File: src/rtl/stopwatch.sv
// stopwatch: counts clock ticks between a start event and a stop event and
// reports the elapsed whole seconds, floor(ticks/FREQ), saturating at
// 2^MAX_TIME-1.
//
// Ports:
//   stopwatch_clock     in   system clock, rising edge
//   stopwatch_rstn      in   asynchronous active-low reset
//   stopwatch_start     in   begins a measurement (IDLE/DONE)
//   stopwatch_stop      in   ends a measurement (RUN)
//   stopwatch_clear     in   synchronous return to IDLE, highest priority
//   stopwatch_time      out  elapsed seconds; live in RUN, frozen in DONE
//   stopwatch_running   out  high while in RUN
//   stopwatch_valid     out  one-cycle pulse after the stop edge
//   stopwatch_overflow  out  sticky, seconds count saturated
//
// state | meaning
// IDLE  | no measurement, outputs cleared
// RUN   | counting ticks
// DONE  | result captured and held
module stopwatch #(
  parameter int FREQ     = 5,
  parameter int MAX_TIME = 10
) (
  input  logic                stopwatch_clock,
  input  logic                stopwatch_rstn,
  input  logic                stopwatch_start,
  input  logic                stopwatch_stop,
  input  logic                stopwatch_clear,
  output logic [MAX_TIME-1:0] stopwatch_time,
  output logic                stopwatch_running,
  output logic                stopwatch_valid,
  output logic                stopwatch_overflow
);

  localparam logic [12:0]         PRE_LAST = 13'(FREQ - 1);
  localparam logic [MAX_TIME-1:0] SEC_MAX  = '1;

  typedef enum logic [1:0] {IDLE, RUN, DONE} state_t;

  state_t              state_q;
  logic [12:0]         pre_q;
  logic [MAX_TIME-1:0] sec_q;
  logic                run_q;
  logic                valid_q;
  logic                ovf_q;

  always_ff @(posedge stopwatch_clock or negedge stopwatch_rstn) begin
    if (!stopwatch_rstn) begin
      state_q <= IDLE;
      pre_q   <= '0;
      sec_q   <= '0;
      run_q   <= 1'b0;
      valid_q <= 1'b0;
      ovf_q   <= 1'b0;
    end else begin
      valid_q <= 1'b0;
      if (stopwatch_clear) begin
        state_q <= IDLE;
        pre_q   <= '0;
        sec_q   <= '0;
        run_q   <= 1'b0;
        ovf_q   <= 1'b0;
      end else begin
        case (state_q)
          IDLE, DONE: begin
            // stop is ignored here, so start wins a simultaneous stop
            if (stopwatch_start) begin
              state_q <= RUN;
              pre_q   <= '0;
              sec_q   <= '0;
              run_q   <= 1'b1;
              ovf_q   <= 1'b0;
            end
          end
          RUN: begin
            if (stopwatch_stop) begin
              // the stop edge itself is not a tick
              state_q <= DONE;
              run_q   <= 1'b0;
              valid_q <= 1'b1;
            end else if (pre_q == PRE_LAST) begin
              pre_q <= '0;
              if (sec_q == SEC_MAX) ovf_q <= 1'b1;
              else                  sec_q <= sec_q + 1'b1;
            end else begin
              pre_q <= pre_q + 13'd1;
            end
          end
          default: begin
            state_q <= IDLE;
            run_q   <= 1'b0;
          end
        endcase
      end
    end
  end

  assign stopwatch_time     = sec_q;
  assign stopwatch_running  = run_q;
  assign stopwatch_valid    = valid_q;
  assign stopwatch_overflow = ovf_q;

endmodule

File: config.mk
export PLATFORM = sky130hd
export DESIGN_NAME = stopwatch
export DESIGN_NICKNAME = d
export VERILOG_FILES = /design/src/rtl/stopwatch.sv
export SDC_FILE = /design/constraint.sdc
export NUM_CORES = 1
export LEC_CHECK = 0
export ABC_AREA = 1
export BUFFER_PORTS_ARGS = -buffer_cell sky130_fd_sc_hd__buf_4
export CELL_PAD_IN_SITES_DETAIL_PLACEMENT = 0
export CELL_PAD_IN_SITES_GLOBAL_PLACEMENT = 2
export CORE_MARGIN = 2
export CORE_UTILIZATION = 36
export CTS_CLUSTER_DIAMETER = 200
export DETAILED_ROUTE_END_ITERATION = 6
export PLACE_DENSITY = 0.94
export SETUP_SLACK_MARGIN = 0.1
export SLEW_MARGIN = 10
export SYNTH_ARGS = -nofsm -noshare
export SYNTH_HDL_FRONTEND = slang
export SYNTH_SLANG_ARGS = --single-unit
File: constraint.sdc
create_clock -name stopwatch_clock -period 2.9 [get_ports stopwatch_clock]
set_clock_uncertainty 0.05 [all_clocks]
set_input_delay 0.87 -clock stopwatch_clock [delete_from_list [all_inputs] [get_ports stopwatch_clock]]
set_output_delay 0.87 -clock stopwatch_clock [all_outputs]
set_load 0.005 [all_outputs]
Word-level counts from Yosys, hierarchy flattened
Cells that the tools add are included.

storage, ports and cells
  bits in registers = 28
  bits of input ports = 5

operators by class
  add/sub/neg operators = 2
  equal/unequal tests = 10
  muxes and demuxes = 28
  reductions and logical operators = 7

operators by type and width
  kind                                                                    count
  13-bit two-way mux                                                      4
  10-bit two-way mux                                                      5
  13-bit one-hot mux with 2 select lines                                  1
  10-bit one-hot mux with 2 select lines                                  1
  3-bit != test, second input constant                                    6
  13-bit by 1-bit adder with 13-bit output, second input constant         1
  13-bit by 3-bit equality test with 1-bit output, second input constant  1
  1-bit two-way mux                                                       11
  10-bit by 1-bit adder with 10-bit output, second input constant         1
  10-bit equality test, second input constant                             1
  5-bit AND reduction                                                     2
  2-bit two-way mux                                                       3
  1-bit one-hot mux with 2 select lines                                   2
  2-bit one-hot mux with 2 select lines                                   1
  3-bit AND reduction                                                     1
  3-bit nonzero test                                                      1
  2-bit by 1-bit equality test with 1-bit output, second input constant   1
  2-bit equality test, second input constant                              1
  2-bit logical NOT                                                       1
  2-bit AND reduction                                                     1
  2-bit OR reduction                                                      1

Logic depth before layout (Yosys ltp)
Gate-level depths: netlist of run 1.

  word-level depth = 6
  gate-level depth with buffers = 10

Least setup slack after synthesis of run 1
No wires, ideal clock.

  path kind = in2reg
  start = in stopwatch_stop
  end = reg sec_q[9], in the netlist stopwatch_time[9]
  library setup time = 116 ps
  arrival = 1693 ps
  data required time = 2734 ps
  path slack = 1041 ps
  cell stages on the path = 9
  buffers on the path = 1
  cell sequence = inv_1 > nand2_1 > nand2_1 > nand2_8 > nor2_2 > nand2_4 > buf_12 > nand2_4 > nand2_2

between the ends
  cells in the longest elaborated chain, start to end = 2

RTL lines
  item                           RTL line  source
  from (decl)                    27        input logic stopwatch_stop,
  3-bit != test (no line)        --
  5-bit AND reduction (no line)  --
  to (signal assigned)           84        else sec_q <= sec_q + 1'b1;
  to (decl)                      42        logic [MAX_TIME-1:0] sec_q;

Every way passes these cells.
A chain may end at the register's enable or synchronous reset.

Final worst setup path of run 1
  start = reg sec_q[9], in the netlist stopwatch_time[9]
  end = out stopwatch_time[9]

RTL lines
  item       RTL line  source
  to (decl)  29        output logic [MAX_TIME-1:0] stopwatch_time,

No word-level cell between the ends.

==> impl_results.md, run 1 <==
* Placed instance area at 1910 sq um
* Sequential fraction of the synthesis area at 0.388
* CP Buf/Inv Count at 1
* Initial antenna violation count at 0
* Overall via count from detail_route at approximately 1400
* Maximum number of pins on one net before global-route repair at 28
* Number of nets in the layout at about 260
* Largest stage delay on the critical path at 500 ps
* Post-CTS setup buffer count at 0
* Max Fclk at 536 MHz
* Power per cell area at 352 nW/um^2
* Max Cap Violations at 0
* Most frequent cells in the layout: nand2_1 (57), inv_1 (30), nor2_1 (29)
* Die Ht at 73.6 um
* Post-synthesis instance total at 230
* PortBufs at 17
* DRT iter0 DRCs at 43
* Clock root cell: clkbuf_8
* Peak supply drop at 0.180 mV
* Clk sinks at 27
* Worst path top cell family by delay: flip-flops
* Static Leakage at 0.000930 uW
* Die outline area at 5410 sq um
* Post-synth net total at 238
* Area growth from synthesis to layout at 12.1%
* CP Cell Sequence: buf_4
* Vias per cell at about 4.7
* Clock buffer count from CTS at 3
* Gr ovfl total at 0
* Ratio of final minimum period to clock period at 0.643
* Placed wire-length estimate after detailed placement at 2.75 mm
* Chip Width at 73.6 um
* Placer's final routability congestion estimate at 0.751
* Status: complete, no violations
* Endpoint class of the critical path: output port
* Number of routed nets with antenna violations at 0
* Max FO, Critical Path at 5
* Global routing usage summed across all routing layers at 0.155
* Ratio of cells with drive above 1 in the final layout at 0.233
* Initial DRT Pass Iterations at 4
* IO Pins at 18
* Row cnt at 25
* Worst slew margin at 0.707
* Antenna Diode Count at 0
* Detailed-route wire length per cell at 12.0 um
* Start-to-end type of the worst setup path: reg -> out
* Setup repair after global routing missed its margin: false
* CTS Buffer Depth at 2
* Insertion delay to the later sink of the worst-skew pair at 270 ps
* Time the worst path needs with I/O delays and setup at 1860 ps
* Cell area after layout at between 1500 and 2000 sq um
* Ys Warns at 0
* Clock tree from TritonCTS: yes
* Path category of the worst min-delay check: in -> async
* Wire length of the first global-routing pass at ~6.5 mm
* H-tree lvl count at 1
* Area of the core region at 4690 sq um
* Hold buffer count at cts at 0
* Worst Setup Start Kind: register
* Commonest non-fill, non-tap cell in the layout: nand2_1
* Mean instance size in the synthesized netlist at 7.58 sq um
* Clock-pin slew on the worst setup and hold paths at 100 ps
* Max-slew violations at 0
* DRT Wirelength at 3.65 mm
* Via count of the first global-routing pass at roughly 1400
* Critical Path RT at about 2000 ps
* Post-synthesis instance area at approximately 1700 sq um
* Starting density of the core at 0.371
* Post-Route Setup TNS at 0 ps
* Number of hold-slack violations in the final timing report at 0
* Final routed DRC violation total at 0
* Transition time at the pin with the least slew margin at 438 ps
* Unique cell type count in the Yosys netlist at 27
* Cells resized by post-CTS repair at 0
* Data arrival time of the critical path at 940 ps
* Slowest-stage cell, CP: dfrtp_1
* Synth Register Bits at 27
* Total setup violations reported at the end of the flow at 0
-- worst register-to-register path, delay by kind of cell, from the launching register on --
| kind | cells | cell delay (ps) |
|---|---|---|
| DFF | 1 | 430 |
| and+or+nand+nor | 7 | 870 |
| AOI/OAI and AO/OA | 1 | 60 |
| adders and majority gates | 1 | 240 |
-- layer usage --
layer	vias up	GRT usage	wire, um
li1	768	-	-
met1	652	0.204	1750
met2	16	0.265	1790
met3	2	0.0288	84
met4	0	0.0303	27
met5	-	0	0
-- sequential cells by signal, summed over array words and instances, names as in the netlist --
name / count
stopwatch_running: 1
stopwatch_valid: 1
stopwatch_time: 10
state_q: 1
pre_q: 13
stopwatch_overflow: 1
-- metrics by stage --
stage | std cells | total power [uW] | hold WS (ps) | utilization | worst slack (ps)
after floorplan | 230 | 455 | 445 | - | 1040
after global placement | 299 | 478 | 465 | 0.406 | 805
after detailed placement | 299 | 479 | 464 | 0.406 | 774
after CTS | 303 | 701 | 451 | 0.416 | 1020
after global routing | 303 | 728 | 460 | 0.416 | 938
final | 303 | 687 | 441 | 0.416 | 1040
-- synthesized netlist by cell type --
master	n	area (sq um)
nand4_1	12	75.1
nand2_1	57	214
nor3_1	5	25.0
ha_1	3	37.5
inv_1	30	113
xor2_1	2	17.5
nand2_4	2	22.5
nor2_4	3	33.8
dfrtp_1	27	676
nand3_2	1	10.0
o21bai_1	2	15.0
o21ai_2	9	78.8
nor2_1	29	109
o22ai_1	1	6.26
nand2_8	1	20.0
o21ai_0	5	25.0
nand3_1	15	75.1
buf_6	1	11.3
nand2_2	7	43.8
nand3_4	1	17.5
nor3_2	3	30.0
inv_2	5	18.8
a21oi_1	2	10.0
buf_12	1	20.0
nand3b_1	1	7.51
or2_2	2	12.5
nor2_2	3	18.8
-- report_power, final --
group	leakage [uW]	switching, uW	internal (uW)
combinational	0.000529	60.6	22.3
sequential	0.000375	4.78	381
clock	0.0000255	122	96.4
total	0.000930	187	500
-- final cells by class --
type,count,area [sq um]
Tap cell,54,67.6
Clock buffer,3,41.3
Clock inverter,1,5.00
Multi-Input combinational cell,166,905
Timing Repair Buffer,17,128
Sequential cell,27,676
Inverter,35,131
Fill cell,512,2740
-- cells by family after synthesis --
| logic type | Yosys count | share of synthesized area |
|---|---|---|
| AOI/OAI and AO/OA | 19 | 0.0775 |
| xor gates and xnor gates | 2 | 0.0101 |
| adders and majority gates | 3 | 0.0215 |
| buffers and inverters | 37 | 0.0933 |
| DFF | 27 | 0.388 |
| and+or+nand+nor | 142 | 0.410 |
-- worst paths after layout --
check	startpoint	to	slack, ps	cells after the start
max	stopwatch_time[9]$_DFFE_PN0P_	stopwatch_time[9]	1040	1
min	stopwatch_rstn	pre_q[9]$_DFFE_PN0P_	440	1
max reg2reg	stopwatch_time[1]$_DFFE_PN0P_	stopwatch_time[7]$_DFFE_PN0P_	1170	9
min reg2reg	stopwatch_overflow$_DFFE_PN0P_	stopwatch_overflow$_DFFE_PN0P_	470	2
max in group asynchronous	stopwatch_rstn	stopwatch_time[4]$_DFFE_PN0P_	2090	1
min in group stopwatch_clock	stopwatch_overflow$_DFFE_PN0P_	stopwatch_overflow$_DFFE_PN0P_	470	2
Power figures use the tool's default switching activity.
==> run 2: changes to the inputs <==
Settings changed: CORE_UTILIZATION 36 to 34, PLACE_DENSITY 0.94 to 0.9.
Clock period 2.9 ns to 1.9 ns, I/O delays scaled along.
==> run 2 against run 1 <==
Via count up 4.2%. Clock power up 57%. Setup slack worse by 810 ps. Core utilization down 0.068 points. Flip-flop and latch count unchanged. Clock-buffer cell count unchanged. Register-to-register slack worse by 940 ps.
==> impl_results.md, run 2 (synthesis gave the netlist of run 1 again) <==
* Via count of the first global-routing pass at 1291 (was 1411)
* Area growth from synthesis to layout at 19.5% (was 12.1%)
* Worst slew margin at 0.717 (was 0.707)
* Overall Power at 1100 uW (was 687 uW)
* Critical Path RT at 2030 ps (was 1980 ps)
* Most frequent cells in the layout: nand2_1 (57), inv_1 (30), buf_4 (30) (was nand2_1 (57), inv_1 (30), nor2_1 (29))
* Post-Route Setup TNS at 0 ps (unchanged)
* Area of the core region at 5010 sq um (was 4690 sq um)
* Gr ovfl total at 0 (unchanged)
* Top register by number of flip-flops: pre_q (unchanged)
* Max FO, Critical Path at 10 (was 5)
* Chip Width at 75.6 um (was 73.6 um)
* Placed wire-length estimate after detailed placement at 2.73 mm (was 2.75 mm)
* Insertion delay to the later sink of the worst-skew pair at 280 ps (was 270 ps)
* Placed instance area at 1960 sq um (was 1910 sq um)
* H-tree lvl count at 1 (unchanged)
* Start-to-end type of the worst setup path: reg -> reg (was reg -> out)
* Worst Setup Start Kind: register (unchanged)
* Endpoint class of the critical path: register (was output port)
* Worst slack on hold paths at 147 ps (was 441 ps)
* Slowest-stage cell, CP: dfrtp_1 (unchanged)
* Setup repair after global routing missed its margin: false (unchanged)
* Antenna Diode Count at 0 (unchanged)
* Clock root cell: clkbuf_8 (unchanged)
* Number of hold-slack violations in the final timing report at 0 (unchanged)
* CP Cell Sequence: ha_1 -> nand2_2 -> nor2_4 -> nand3_2 -> nor2_2 -> nor2_2 -> nand2_4 -> buf_4 -> nand2_4 -> nand2_2 (was buf_4)
* Max reg flops at 13 (unchanged)
* Die outline area at 5710 sq um (was 5410 sq um)
* Clock buffer count from CTS at 3 (unchanged)
* Path category of the worst min-delay check: in -> async (unchanged)
* PortBufs at 17 (unchanged)
* Max Fclk at roughly 600 MHz
* Max Cap Violations at 0 (unchanged)
* Wire length of the first global-routing pass at 6.22 mm (was 6.54 mm)
* Commonest non-fill, non-tap cell in the layout: nand2_1 (unchanged)
* Global routing usage summed across all routing layers at 0.142 (was 0.155)
* Vias per cell at 4.50 (was 4.75)
* Clock tree from TritonCTS: yes (unchanged)
* Clk sinks at 27 (unchanged)
* Status: complete, no violations (unchanged)
* Overall via count from detail_route at 1499 (was 1438)
* Count of cells along the worst register-to-register path at 10 (was 9)
* R2R setup slack at 230 ps (was 1170 ps)
* Number of nets in the layout at 272 (was 258)
* Placer's final routability congestion estimate at 0.770 (was 0.751)
* Capturing point of the worst reg2reg path: stopwatch_time[9]$_DFFE_PN0P_ (was stopwatch_time[7]$_DFFE_PN0P_)
* Initial antenna violation count at 0 (unchanged)
* Ratio of cells with drive above 1 in the final layout at 0.274 (was 0.233)
* DRT iter0 DRCs at 75 (was 43)
* CTS Buffer Depth at 2 (unchanged)
* Total setup violations reported at the end of the flow at 0 (unchanged)
* Cell area after layout at 2080 sq um (was 1950 sq um)
* DRT Wirelength at 3.87 mm (was 3.65 mm)
* Ratio of final minimum period to clock period at 0.880
* Detailed-route wire length per cell at 11.6 um (was 12.0 um)
* IO Pins at 18 (unchanged)
* Starting density of the core at 0.348 (was 0.371)
* Static Leakage at 0.00100 uW (was 0.000930 uW)
* Maximum number of pins on one net before global-route repair at 28 (unchanged)
* Peak supply drop at 0.243 mV (was 0.180 mV)
* Data arrival time of the critical path at 1810 ps (was 940 ps)
* Final routed DRC violation total at 0 (unchanged)
* Clock-pin slew on the worst setup and hold paths at 100 ps (about the same)
* Time the worst path needs with I/O delays and setup at 1670 ps
* Transition time at the pin with the least slew margin at 423 ps (was 438 ps)
* Worst r2r src: stopwatch_time[0]$_DFFE_PN0P_ (was stopwatch_time[1]$_DFFE_PN0P_)
* Critical path launch point: stopwatch_time[0]$_DFFE_PN0P_ (was stopwatch_time[9]$_DFFE_PN0P_)
* Row cnt at 26 (was 25)
* Max-slew violations at 0 (unchanged)
* Number of routed nets with antenna violations at 0 (unchanged)
* Initial DRT Pass Iterations at 4 (unchanged)
* Power per cell area at 529 nW/um^2 (was 352 nW/um^2)
* Die Ht at 75.6 um (was 73.6 um)
* Largest stage delay on the critical path at 420 ps (was 500 ps)
run 2: where the power goes:
| group | leakage (uW) | switching (uW) | internal (uW) |
|---|---|---|---|
| sequential | 0.000375 | 5.62 | 582 |
| combinational | 0.000602 | 107 | 64.6 |
| clock | 0.0000255 | 196 | 147 |
run 2: per-layer routing:
layer,share of wire,up-vias,track usage
li1,-,803,-
met5,0,-,0
met2,0.46,24,0.215
met3,0.029,2,0.0198
met1,0.50,670,0.211
met4,0.0065,0,0.0409
run 2: layout make-up:
class                           count  area (sq um)
Clock buffer                        3          41.3
Clock inverter                      1          5.00
Fill cell                         549          2930
Inverter                           35           131
Multi-Input combinational cell    167           916
Sequential cell                    27           676
Tap cell                           70          87.6
Timing Repair Buffer               30           225
run 2: repair_timing:
item	in CTS	in global routing
buffers inserted	0	9
hold buffers	0	0
setup endpoints to repair	0	10
gates resized for setup	0	1
hold endpoints to repair	0	0
run 2: worst max-delay path by stage:
stage                                    end  slack (ps)
3_5_place_dp           pre_q[11]$_DFFE_PN0P_          90
6_report       stopwatch_time[9]$_DFFE_PN0P_         230
2_1_floorplan  stopwatch_time[9]$_DFFE_PN0P_         340
4_1_cts        stopwatch_time[1]$_DFFE_PN0P_         160
5_1_grt        stopwatch_time[6]$_DFFE_PN0P_         100
3_3_place_gp           pre_q[11]$_DFFE_PN0P_         110
run 2: worst max-delay path: cells and delay by family (launching register included):
| family | cells | cell delay [ps] |
|---|---|---|
| flops | 1 | 420 |
| buf+inv | 1 | 170 |
| simple gates | 8 | 700 |
| fa+ha+maj | 1 | 250 |
run 2: through the flow:
| stage | cells | setup slack [ps] | utilization |
|---|---|---|---|
| final | 333 | 228 | 0.416 |
| after global placement | 319 | 109 | 0.391 |
| after floorplan | 230 | 341 | - |
| after CTS | 323 | 159 | 0.400 |
| after detailed placement | 319 | 94.3 | 0.391 |
| after global routing | 333 | 97.7 | 0.416 |
==> run 3: changes to the inputs <==
Settings changed: CORE_UTILIZATION 34 to 25, PLACE_DENSITY 0.9 to 0.72.
==> run 3 against run 2 <==
Sequential share of layout area up 0.64 points. Clock power up 1%. Setup slack better by 2.2 ps. Non-clock buffer count down 7. Final cell count up 0.90%. Clock-buffer cell count unchanged. Core utilization down 11 points. Global-route usage down 2.8 points. Register-to-register slack about the same.
==> impl_results.md, run 3 (synthesis gave the netlist of run 1 again) <==
* Status: complete, no violations (unchanged)
* Initial DRT Pass Iterations at 4 (unchanged)
* Power per cell area at 530 nW/um^2 (was 529 nW/um^2)
* Wire length of the first global-routing pass at 7.03 mm (was 6.22 mm)
* Static Leakage at 0.000968 uW (was 0.00100 uW)
* Placer's final routability congestion estimate at 0.781 (was 0.770)
* Endpoint class of the critical path: register (unchanged)
* Global routing usage summed across all routing layers at 0.114 (was 0.142)
* Post-Route Setup TNS at 0 ps (unchanged)
* R2R setup slack at 230 ps (about the same)
* Gr ovfl total at 0 (unchanged)
* Most frequent cells in the layout: nand2_1 (57), inv_1 (30), nor2_1 (29) (was nand2_1 (57), inv_1 (30), buf_4 (30))
* Final routed DRC violation total at 0 (unchanged)
* Commonest non-fill, non-tap cell in the layout: nand2_1 (unchanged)
* Insertion delay to the later sink of the worst-skew pair at 290 ps (was 280 ps)
* Row cnt at 30 (was 26)
* Die outline area at 7660 sq um (was 5710 sq um)
* Placed wire-length estimate after detailed placement at 2.96 mm (was 2.73 mm)
* Part of the power in combinational logic at 0.137 (was 0.156)
* Peak supply drop at 0.247 mV (was 0.243 mV)
* IO Pins at 18 (unchanged)
* Internal power at 773 uW (was 794 uW)
* Starting density of the core at 0.258 (was 0.348)
* Initial antenna violation count at 0 (unchanged)
* Max-slew violations at 0 (unchanged)
* Time the worst path needs with I/O delays and setup at 1670 ps (about the same)
* Total setup violations reported at the end of the flow at 0 (unchanged)
* Ratio of cells with drive above 1 in the final layout at 0.254 (was 0.274)
* Worst r2r src: stopwatch_time[0]$_DFFE_PN0P_ (unchanged)
* Antenna Diode Count at 0 (unchanged)
* Clock root cell: clkbuf_8 (unchanged)
* Path category of the worst min-delay check: in -> async (unchanged)
* Die Ht at 87.5 um (was 75.6 um)
* Max Cap Violations at 0 (unchanged)
* Worst slack, placed at 119 ps (was 94.3 ps)
* CTS Buffer Depth at 2 (unchanged)
* Critical Path RT at 2040 ps (was 2030 ps)
* Clk sinks at 27 (unchanged)
* Top register by number of flip-flops: pre_q (unchanged)
* Overall via count from detail_route at 1498 (was 1499)
* Switching share of power at 0.286 (was 0.280)
* Clock tree from TritonCTS: yes (unchanged)
* Final worst-path setup slack at 230 ps (was 228 ps)
* Detailed-route wire length per cell at 12.2 um (was 11.6 um)
* PortBufs at 17 (unchanged)
* DRT Wirelength at 4.10 mm (was 3.87 mm)
* Setup repair after global routing missed its margin: true (was false)
* Worst slew margin at 0.726 (was 0.717)
* H-tree lvl count at 1 (unchanged)
* Capturing point of the worst reg2reg path: stopwatch_time[7]$_DFFE_PN0P_ (was stopwatch_time[9]$_DFFE_PN0P_)
* Via count of the first global-routing pass at 1378 (was 1291)
* Number of hold-slack violations in the final timing report at 0 (unchanged)
* Area of the core region at 6760 sq um (was 5010 sq um)
* Transition time at the pin with the least slew margin at 409 ps (was 423 ps)
* Chip Width at 87.5 um (was 75.6 um)
* Area growth from synthesis to layout at 17.2% (was 19.5%)
* Switch Pwr at 309 uW (was 308 uW)
* Number of nets in the layout at 265 (was 272)
* Max Fclk at 599 MHz (was 598 MHz)
* Clock buffer count from CTS at 3 (unchanged)
* Worst Setup Start Kind: register (unchanged)
* Clock-pin slew on the worst setup and hold paths at 110 ps (was 100 ps)
* Max FO, Critical Path at 10 (unchanged)
* Count of cells along the worst register-to-register path at 9 (was 10)
* Ratio of final minimum period to clock period at 0.879 (was 0.880)
* DRT iter0 DRCs at 48 (was 75)
* Number of routed nets with antenna violations at 0 (unchanged)
* Max reg flops at 13 (unchanged)
* Vias per cell at 4.46 (was 4.50)
* Maximum number of pins on one net before global-route repair at 28 (unchanged)
* Data arrival time of the critical path at 1810 ps (about the same)
* Start-to-end type of the worst setup path: reg -> reg (unchanged)
* Clock network power share at 0.320 (was 0.311)
* Portion of total power attributed to sequential cells at 0.543 (was 0.533)
-- run 3: per-layer routing --
layer  track usage  part of all wire  up-vias
met2         0.181              0.45       13
li1              -                 -      784
met4        0.0168            0.0037        0
met3        0.0237             0.024        2
met5             0                 0        -
met1         0.163              0.52      699
-- run 3: per-stage QoR --
| step | hold slack [ps] | total power, uW | std cells | instance area [sq um] | utilization |
|---|---|---|---|---|---|
| floorplan | 224 | 695 | 230 | 1740 | - |
| global placement | 474 | 740 | 330 | 1980 | 0.293 |
| detailed placement | 471 | 741 | 330 | 1980 | 0.293 |
| CTS | 153 | 1090 | 334 | 2020 | 0.299 |
| global route | 168 | 1140 | 336 | 2040 | 0.302 |
| finish | 139 | 1080 | 336 | 2040 | 0.302 |
-- run 3: cell type report --
type                            count  area, sq um
Clock buffer                        3         41.3
Clock inverter                      1         5.00
Fill cell                         741         4710
Inverter                           35          131
Multi-Input combinational cell    167          916
Sequential cell                    27          676
Tap cell                           80          100
Timing Repair Buffer               23          173
-- run 3: how the worst max path moves through the flow --
stage / start / to / depth (start not counted)
2_1_floorplan: stopwatch_stop / stopwatch_time[9]$_DFFE_PN0P_ / 9
4_1_cts: stopwatch_time[0]$_DFFE_PN0P_ / stopwatch_time[2]$_DFFE_PN0P_ / 9
6_report: stopwatch_time[0]$_DFFE_PN0P_ / stopwatch_time[7]$_DFFE_PN0P_ / 9
5_1_grt: pre_q[0]$_DFFE_PN0P_ / pre_q[8]$_DFFE_PN0P_ / 9
3_5_place_dp: stopwatch_stop / stopwatch_time[7]$_DFFE_PN0P_ / 9
3_3_place_gp: stopwatch_stop / stopwatch_time[3]$_DFFE_PN0P_ / 9
-- run 3: power groups by stage --
stage	Combinational (uW)	Clock [uW]	Sequential (uW)
6_report	148	347	588
2_1_floorplan	95.1	0	600
3_5_place_dp	141	0	600
5_1_grt	167	380	589
3_3_place_gp	141	0	600
4_1_cts	141	360	589
-- run 3: what timing repair did --
action | CTS | global route
resized for setup | 0 | 1
endpoints found under the setup margin | 0 | 10
hold buffers | 0 | 0
setup buffers | 0 | 1
-- run 3: critical path, stage by stage, from the launching register on --
cell     delay (ps)
dfrtp_1         430
ha_1            250
nand2_2         110
nor2_4           50
nand3_2          90
nor2_2           50
nor2_2          220
nand2_4         160
nand2_1         110
o21ai_2          50
